$ cat src/rtl/sc_muxn_pkg.sv
// Shared types for the N-channel registered selector: FSM state and mode encodings.
// Pure definitions; no logic, no latency, no flow control.
package sc_muxn_pkg;

  typedef enum logic {
    ST_MANUAL = 1'b0,
    ST_SCAN   = 1'b1
  } state_t;

  localparam logic MODE_MANUAL = 1'b0;
  localparam logic MODE_SCAN   = 1'b1;

  // A dwell of one still needs a one-bit counter to keep the port widths legal.
  function automatic int cnt_width(input int dwell);
    return (dwell > 1) ? $clog2(dwell) : 1;
  endfunction

endpackage

$ cat src/rtl/sc_muxn_dwellcnt.sv
// Dwell counter: counts 0..NUMBER_DWELL-1, terminal count is combinational from the register.
// Clear wins over enable; no backpressure, advances on every enabled edge.
module sc_muxn_dwellcnt
  import sc_muxn_pkg::*;
#(
  parameter int NUMBER_DWELL = 4,
  parameter int CNT_W        = cnt_width(NUMBER_DWELL)
) (
  input  logic i_clk,
  input  logic i_rst,
  input  logic i_clr,
  input  logic i_en,
  output logic o_tc
);

  localparam logic [CNT_W-1:0] LP_LAST = CNT_W'(NUMBER_DWELL - 1);

  logic [CNT_W-1:0] r_cnt;
  logic             w_tc;

  assign w_tc = (r_cnt == LP_LAST);
  assign o_tc = w_tc;

  always_ff @(posedge i_clk) begin
    if (i_rst) begin
      r_cnt <= '0;
    end else if (i_clr) begin
      r_cnt <= '0;
    end else if (i_en) begin
      r_cnt <= w_tc ? '0 : r_cnt + 1'b1;
    end
  end

endmodule

$ cat src/rtl/sc_muxn.sv
// N-channel registered selector, manual or round-robin scan; z follows channel register one edge later.
// Hold freezes all state and drops valid; no other backpressure.
module sc_muxn
  import sc_muxn_pkg::*;
#(
  parameter int NUMBER_DATAWIDTH = 8,
  parameter int NUMBER_CHANNELS  = 4,
  parameter int NUMBER_SELWIDTH  = $clog2(NUMBER_CHANNELS),
  parameter int NUMBER_DWELL     = 4
) (
  input  logic                                         SC_MUXN_CLOCK_50,
  input  logic                                         SC_MUXN_RESET_InHigh,
  input  logic [NUMBER_CHANNELS*NUMBER_DATAWIDTH-1:0]  SC_MUXN_data_InBUS,
  input  logic [NUMBER_SELWIDTH-1:0]                   SC_MUXN_select_InBUS,
  input  logic                                         SC_MUXN_load_In,
  input  logic                                         SC_MUXN_mode_In,
  input  logic                                         SC_MUXN_hold_In,
  output logic [NUMBER_DATAWIDTH-1:0]                  SC_MUXN_z_Out,
  output logic [NUMBER_SELWIDTH-1:0]                   SC_MUXN_channel_Out,
  output logic                                         SC_MUXN_valid_Out,
  output logic                                         SC_MUXN_wrap_Out,
  output logic                                         SC_MUXN_selErr_Out
);

  localparam int SW = NUMBER_SELWIDTH;
  // One extra bit so a power-of-two channel count is representable in the range check.
  localparam logic [SW:0]   LP_NCH  = (SW + 1)'(NUMBER_CHANNELS);
  localparam logic [SW-1:0] LP_LAST = SW'(NUMBER_CHANNELS - 1);

  state_t                      r_state;
  logic [SW-1:0]               r_channel;
  logic [NUMBER_DATAWIDTH-1:0] r_z;
  logic                        r_valid;
  logic                        r_wrap;
  logic                        r_selerr;

  state_t                      w_state_nxt;
  logic                        w_sel_ok;
  logic                        w_cnt_clr;
  logic                        w_cnt_en;
  logic                        w_cnt_tc;
  logic [SW-1:0]               w_ch_nxt;
  logic                        w_wrap_nxt;
  logic                        w_selerr_nxt;
  logic [NUMBER_DATAWIDTH-1:0] w_z_sel;

  assign w_z_sel = SC_MUXN_data_InBUS[int'(r_channel)*NUMBER_DATAWIDTH +: NUMBER_DATAWIDTH];

  sc_muxn_dwellcnt #(
    .NUMBER_DWELL (NUMBER_DWELL)
  ) u_dwellcnt (
    .i_clk (SC_MUXN_CLOCK_50),
    .i_rst (SC_MUXN_RESET_InHigh),
    .i_clr (w_cnt_clr),
    .i_en  (w_cnt_en),
    .o_tc  (w_cnt_tc)
  );

  always_ff @(posedge SC_MUXN_CLOCK_50) begin
    if (SC_MUXN_RESET_InHigh) begin
      r_state <= ST_MANUAL;
    end else begin
      r_state <= w_state_nxt;
    end
  end

  always_comb begin
    w_state_nxt = r_state;
    if (!SC_MUXN_hold_In) begin
      w_state_nxt = (SC_MUXN_mode_In == MODE_SCAN) ? ST_SCAN : ST_MANUAL;
    end
  end

  // Behaviour is decided by the state held before this edge, so a mode change
  // takes effect one edge later with the counter starting from zero.
  always_comb begin
    w_sel_ok     = ({1'b0, SC_MUXN_select_InBUS} < LP_NCH);
    w_cnt_clr    = 1'b0;
    w_cnt_en     = 1'b0;
    w_ch_nxt     = r_channel;
    w_wrap_nxt   = 1'b0;
    w_selerr_nxt = 1'b0;
    if (!SC_MUXN_hold_In) begin
      if (SC_MUXN_load_In) begin
        if (w_sel_ok) begin
          w_ch_nxt  = SC_MUXN_select_InBUS;
          w_cnt_clr = 1'b1;
        end else begin
          w_selerr_nxt = 1'b1;
        end
      end else if (r_state == ST_SCAN) begin
        w_cnt_en = 1'b1;
        if (w_cnt_tc) begin
          if (r_channel == LP_LAST) begin
            w_ch_nxt   = '0;
            w_wrap_nxt = 1'b1;
          end else begin
            w_ch_nxt = r_channel + 1'b1;
          end
        end
      end else begin
        w_cnt_clr = 1'b1;
      end
    end
  end

  always_ff @(posedge SC_MUXN_CLOCK_50) begin
    if (SC_MUXN_RESET_InHigh) begin
      r_channel <= '0;
      r_z       <= '0;
      r_valid   <= 1'b0;
      r_wrap    <= 1'b0;
      r_selerr  <= 1'b0;
    end else if (SC_MUXN_hold_In) begin
      r_valid  <= 1'b0;
      r_wrap   <= 1'b0;
      r_selerr <= 1'b0;
    end else begin
      r_channel <= w_ch_nxt;
      r_z       <= w_z_sel;
      r_valid   <= 1'b1;
      r_wrap    <= w_wrap_nxt;
      r_selerr  <= w_selerr_nxt;
    end
  end

  assign SC_MUXN_z_Out       = r_z;
  assign SC_MUXN_channel_Out = r_channel;
  assign SC_MUXN_valid_Out   = r_valid;
  assign SC_MUXN_wrap_Out    = r_wrap;
  assign SC_MUXN_selErr_Out  = r_selerr;

endmodule

$ cat config.mk
export PLATFORM = sky130hd
export DESIGN_NAME = sc_muxn
export DESIGN_NICKNAME = d
export VERILOG_FILES = /design/src/rtl/sc_muxn_pkg.sv /design/src/rtl/sc_muxn_dwellcnt.sv /design/src/rtl/sc_muxn.sv
export SDC_FILE = /design/constraint.sdc
export NUM_CORES = 1
export LEC_CHECK = 0
export ABC_AREA = 1
export CAP_MARGIN = 10
export CORE_MARGIN = 1
export CORE_UTILIZATION = 35
export DETAILED_ROUTE_END_ITERATION = 12
export PLACE_DENSITY = 0.74
export SYNTH_ARGS = -nofsm -noshare
export SYNTH_HDL_FRONTEND = slang
export SYNTH_SLANG_ARGS = --single-unit
export TNS_END_PERCENT = 10
$ cat constraint.sdc
create_clock -name SC_MUXN_CLOCK_50 -period 1.1 [get_ports SC_MUXN_CLOCK_50]
set_input_delay 0.33 -clock SC_MUXN_CLOCK_50 [delete_from_list [all_inputs] [get_ports SC_MUXN_CLOCK_50]]
set_output_delay 0.33 -clock SC_MUXN_CLOCK_50 [all_outputs]
set_load 0.02 [all_outputs]
## Word-level counts from Yosys, hierarchy flattened

Cells that the tools add are included.

| storage, ports and cells | value |
|---|---|
| bits in registers | 15 |
| output and inout bits | 13 |
| input port bits | 39 |

| operators by class | value |
|---|---|
| reduce and logical (&&, ||, !) cells | 5 |
| shifts and indexed selects | 1 |
| multiplexer cells | 14 |
| bitwise operators | 3 |
| eq/ne operators | 2 |
| $add $sub $neg | 2 |

Operator list:

| cell | count |
|---|---|
| 32-bit by 6-bit indexed part select with 8-bit output | 1 |
| 2-bit two-way mux | 5 |
| 1-bit two-way mux | 9 |
| 5-bit OR reduction | 1 |
| 2-bit by 1-bit adder with 2-bit output (second input constant) | 2 |
| 2-bit equality test (second input constant) | 2 |
| 2-bit nonzero test | 2 |
| 1-bit NOT | 3 |
| 3-bit AND reduction | 1 |
| 2-bit OR reduction | 1 |

## Logic depth before layout (Yosys ltp)

| logic depth | value |
|---|---|
| word-level depth | 5 |
| mapped depth | 7 |
| depth with buffers taken out | 7 |

## Cells and area by module

A second synthesis with hierarchy kept.

| unflattened totals | value |
|---|---|
| cells, all modules | 140 |
| area, all modules | 1026.0 um^2 |

Modules (own cells, without submodules):

| module | times used | seq. area each (um^2) | cells an instance | area each (um^2) |
|---|---|---|---|---|
| sc_muxn | 1 | 260.2 | 126 | 928.4 |
| sc_muxn_dwellcnt | 1 | 40.0 | 14 | 97.6 |

## Worst setup path before layout

Ideal clock, no wire load.

| path | value |
|---|---|
| path kind | register to register |
| from | register r_channel[0] (netlist: SC_MUXN_channel_Out[0]) |
| to | register r_z[3] (netlist: SC_MUXN_z_Out[3]) |
| setup slack | -0.045 ns |
| path buffers | 2 |
| library setup time | 0.122 ns |
| arrival time | 1.023 ns |
| stages on the path, launching flop included | 8 |
| cell sequence | dfxtp_1 -> buf_6 -> inv_8 -> buf_12 -> nand2_2 -> nand3_2 -> nand2_2 -> a21oi_2 |

| on the way | value |
|---|---|
| word-level cells in the longest chain between the ends | 1 |

RTL lines:

| what | line | RTL |
|---|---|---|
| start: declaration | sc_muxn.sv:31 | `logic [SW-1:0] r_channel;` |
| start signal: assignment | sc_muxn.sv:119 | `r_channel <= w_ch_nxt;` |
| 32-bit by 6-bit indexed part select with 8-bit output | sc_muxn.sv:47 | `assign w_z_sel = SC_MUXN_data_InBUS[int'(r_channel)*NUMBER_DATAWIDTH +: NUMBER_DATAWIDTH];` |
| end signal: assignment | sc_muxn.sv:120 | `r_z <= w_z_sel;` |
| end: declaration | sc_muxn.sv:32 | `logic [NUMBER_DATAWIDTH-1:0] r_z;` |

No other way between the ends.
A chain may end at the register's enable or synchronous reset.

## Worst setup path after layout

| path | value |
|---|---|
| from | register r_channel[1] (netlist: SC_MUXN_channel_Out[1]) |
| to | output port SC_MUXN_channel_Out[1] |

RTL lines:

| what | line | RTL |
|---|---|---|
| end: declaration | sc_muxn.sv:19 | `output logic [NUMBER_SELWIDTH-1:0] SC_MUXN_channel_Out,` |

No word-level cell between the ends.

==> results.json <==
{
  "synth_cell_type_count": 18,
  "setup_tns_ps": 0,
  "grt_max_degree": 19,
  "synth_top_family_by_area": "simple AND/OR/NAND/NOR gates",
  "dr.pass1.iters": 4,
  "area_growth_syn_to_layout_pct": 69.7,
  "power_leakage_nw": 0.721,
  "clock.fmax_mhz": 914,
  "criticalPathCategory": "reg -> out",
  "postLayoutCoreUtil": 0.655,
  "avgRoutedWirePerCell_um": 10.8,
  "cts_root_buf": "clkbuf_4",
  "grt_pass1_vias": 998,
  "antennaDiodeCount": 0,
  "arrival_ps": 760,
  "rsz0062_at_grt": "yes",
  "h-tree-depth": 1,
  "viasPerCell": 4.73,
  "place_ws_ps": -330,
  "syn_avg_cell_area_um2": 7.23,
  "yosys-top-cells-area": "dfxtp_1 30%, nand2_1 17%, nand3_2 10%",
  "synthAdderAreaFrac": 0.0253,
  "ys_warn_count": 0,
  "outcome": "finished clean",
  "fin_crit_sh": 0.995,
  "synth_compound_area_frac": 0.146,
  "drc": 0,
  "cellPowerDensity_nw_per_um2": 884,
  "clk_path_buf_depth": 2,
  "maxCapViolations": 0,
  "routed_wl_mm": 2.46,
  "ys_ff_latch": 15,
  "cp_max_fo": 2,
  "synth_top_cells_by_count": "46 x nand2_1, 15 x dfxtp_1, 11 x o21ai_0",
  "finalSetupViolCount": 0,
  "core_area_um2": 2570,
  "fin_ws_ps": 5.59,
  "cp_num_buf_inv": 1,
  "async_flop_share": 0,
  "fin_crit_ps": 1090,
  "initial_core_util": 0.386,
  "drive_gt1_frac": 0.396,
  "die_area_um2": 3050,
  "crit_slowest_cell": "dfxtp_2",
  "grt_pass1_wl_mm": 3.88,
  "postRouteAntennaNets": 0,
  "total_power_mw": 1.49,
  "multi_input_area_um2": 607,
  "ios": 52,
  "hold_viol": 0,
  "grt_use_total": 0.153,
  "synth_top_area_cell": "dfxtp_1",
  "ir_drop_mv": 0.556,
  "detail_route.iter0.violations": 10,
  "critPathRequiredTime_ps": 770,
  "ys_seq_area_frac": 0.303,
  "vias": 1074,
  "clk_pin_slew_ps": 90,
  "slew_violations": 0,
  "final_design_area_no_fill_um2": 1680,
  "syn-num-nets": 178,
  "rows": 18,
  "num-nets-final": 239,
  "fin_cells": 227,
  "grt_antenna_before_repair": 0,
  "dp_hpwl_mm": 1.86,
  "path_cells": "buf_6",
  "critPathTopFamily": "flip-flops",
  "nFillCells": 218,
  "synth_top_cell_area_share": 0.303,
  "grt-ovfl-total": 0,
  "place_congestion": 0.751,
  "synth_edf_count": 0,
  "worstSetupStartpointType": "flop",
  "synth_simple_gate_area_frac": 0.405,
  "numCtsBuffers": 3,
  "syn-cell-area_um2": 991,
  "synth-xor-area-share": 0,
  "cts_sinks": 15,
  "port_buffers": 50,
  "synthMuxAreaShare": 0,
  "insertion_delay_ps": 280,
  "hold_slack_ps": 515,
  "holdCritPathClass": "in -> reg",
  "die_y_um": 55.2,
  "max_stage_delay_ps": 370,
  "syn_inst": 137,
  "regArea_um2": 315,
  "fin_worst_skew_ps": 3.45,
  "ys.flop_type": "dfxtp_1",
  "place_inst": 218,
  "synth_most_common_cell": "nand2_1",
  "die_w_um": 55.2,
  "end_kind": "output pin",
  "cts_tree": "done",
  "post_dp_cell_area_um2": 1520,
  "cts_hold_buf": 0
}
## power breakdown
part	switching, mW	total [mW]	internal [mW]	leakage, nW
logic	0.260	0.568	0.308	0.578
registers	0.0252	0.610	0.585	0.128
clock network	0.168	0.308	0.141	0.0150
## flip-flops by register name, indices dropped and copies added (netlist names)
| signal | flops |
|---|---|
| SC_MUXN_z_Out | 8 |
| SC_MUXN_channel_Out | 2 |
| u_dwellcnt.r_cnt | 2 |
| SC_MUXN_valid_Out | 1 |
| SC_MUXN_wrap_Out | 1 |
| r_state | 1 |
## path summary, 6_finish.rpt
check	endpoint	start	slack (ps)	cells after the start
worst min register to register	r_state$_SDFFE_PP0N_	r_state$_SDFFE_PP0N_	510	2
worst max register to register	SC_MUXN_z_Out[6]$_SDFFE_PP0N_	SC_MUXN_channel_Out[0]$_SDFFE_PP0P_	30	7
worst min-delay path	SC_MUXN_valid_Out$_SDFF_PP0_	SC_MUXN_hold_In	510	3
worst max-delay path	SC_MUXN_channel_Out[1]	SC_MUXN_channel_Out[1]$_SDFFE_PP0P_	6	1
## logic make-up (layout without fill, tap and decap cells)
kind of cell,Yosys count,in the layout
buffers and inverters,15,75
AOI/OAI and AO/OA,23,23
and+or+nand+nor,81,81
DFF,15,15
adders and majority gates,2,2
other,1,1
## per-layer routing
layer  up-vias  routed length, um  global-route usage
met3         2                127              0.0234
met1       476               1040               0.168
met4         0                 12              0.0643
met5         -                  0                   0
li1        560                  -                   -
met2        36               1280               0.289
## cell type report
cell class,count,area share
Timing Repair Buffer,62,0.378
Multi-Input combinational cell,107,0.361
Clock buffer,4,0.0156
Timing Repair inverter,2,0.00967
Sequential cell,15,0.188
Inverter,7,0.0260
Tap cell,30,0.0223
## repair_timing
action	in CTS	in global routing
gates resized for setup	68	32
pin swaps	0	2
buffers inserted	0	3
setup endpoints to repair	24	25
cloned	0	2
## layout by cell type (no fill, tap or decap)
| cell type | Yosys | final |
|---|---|---|
| inv_1 | 4 | 2 |
| clkbuf_4 | 0 | 3 |
| o21ai_1 | 0 | 3 |
| o21ai_0 | 11 | 8 |
| a21oi_2 | 8 | 9 |
| clkbuf_1 | 0 | 1 |
| dlymetal6s2s_1 | 0 | 1 |
| conb_1 | 1 | 1 |
| inv_12 | 0 | 1 |
| buf_12 | 1 | 3 |
| buf_2 | 1 | 1 |
| clkinvlp_4 | 0 | 1 |
| nand3_1 | 8 | 8 |
| inv_2 | 2 | 2 |
| a21oi_1 | 4 | 3 |
| inv_4 | 0 | 2 |
| nand2_1 | 46 | 45 |
| clkdlybuf4s50_1 | 0 | 37 |
| nor2_1 | 7 | 7 |
| nand3_2 | 10 | 10 |
| buf_6 | 3 | 10 |
| ha_4 | 0 | 2 |
| buf_4 | 3 | 10 |
| dfxtp_2 | 0 | 12 |
| nand2_2 | 10 | 11 |
| dfxtp_1 | 15 | 3 |
| inv_6 | 0 | 1 |
Power figures use the tool's default switching activity.
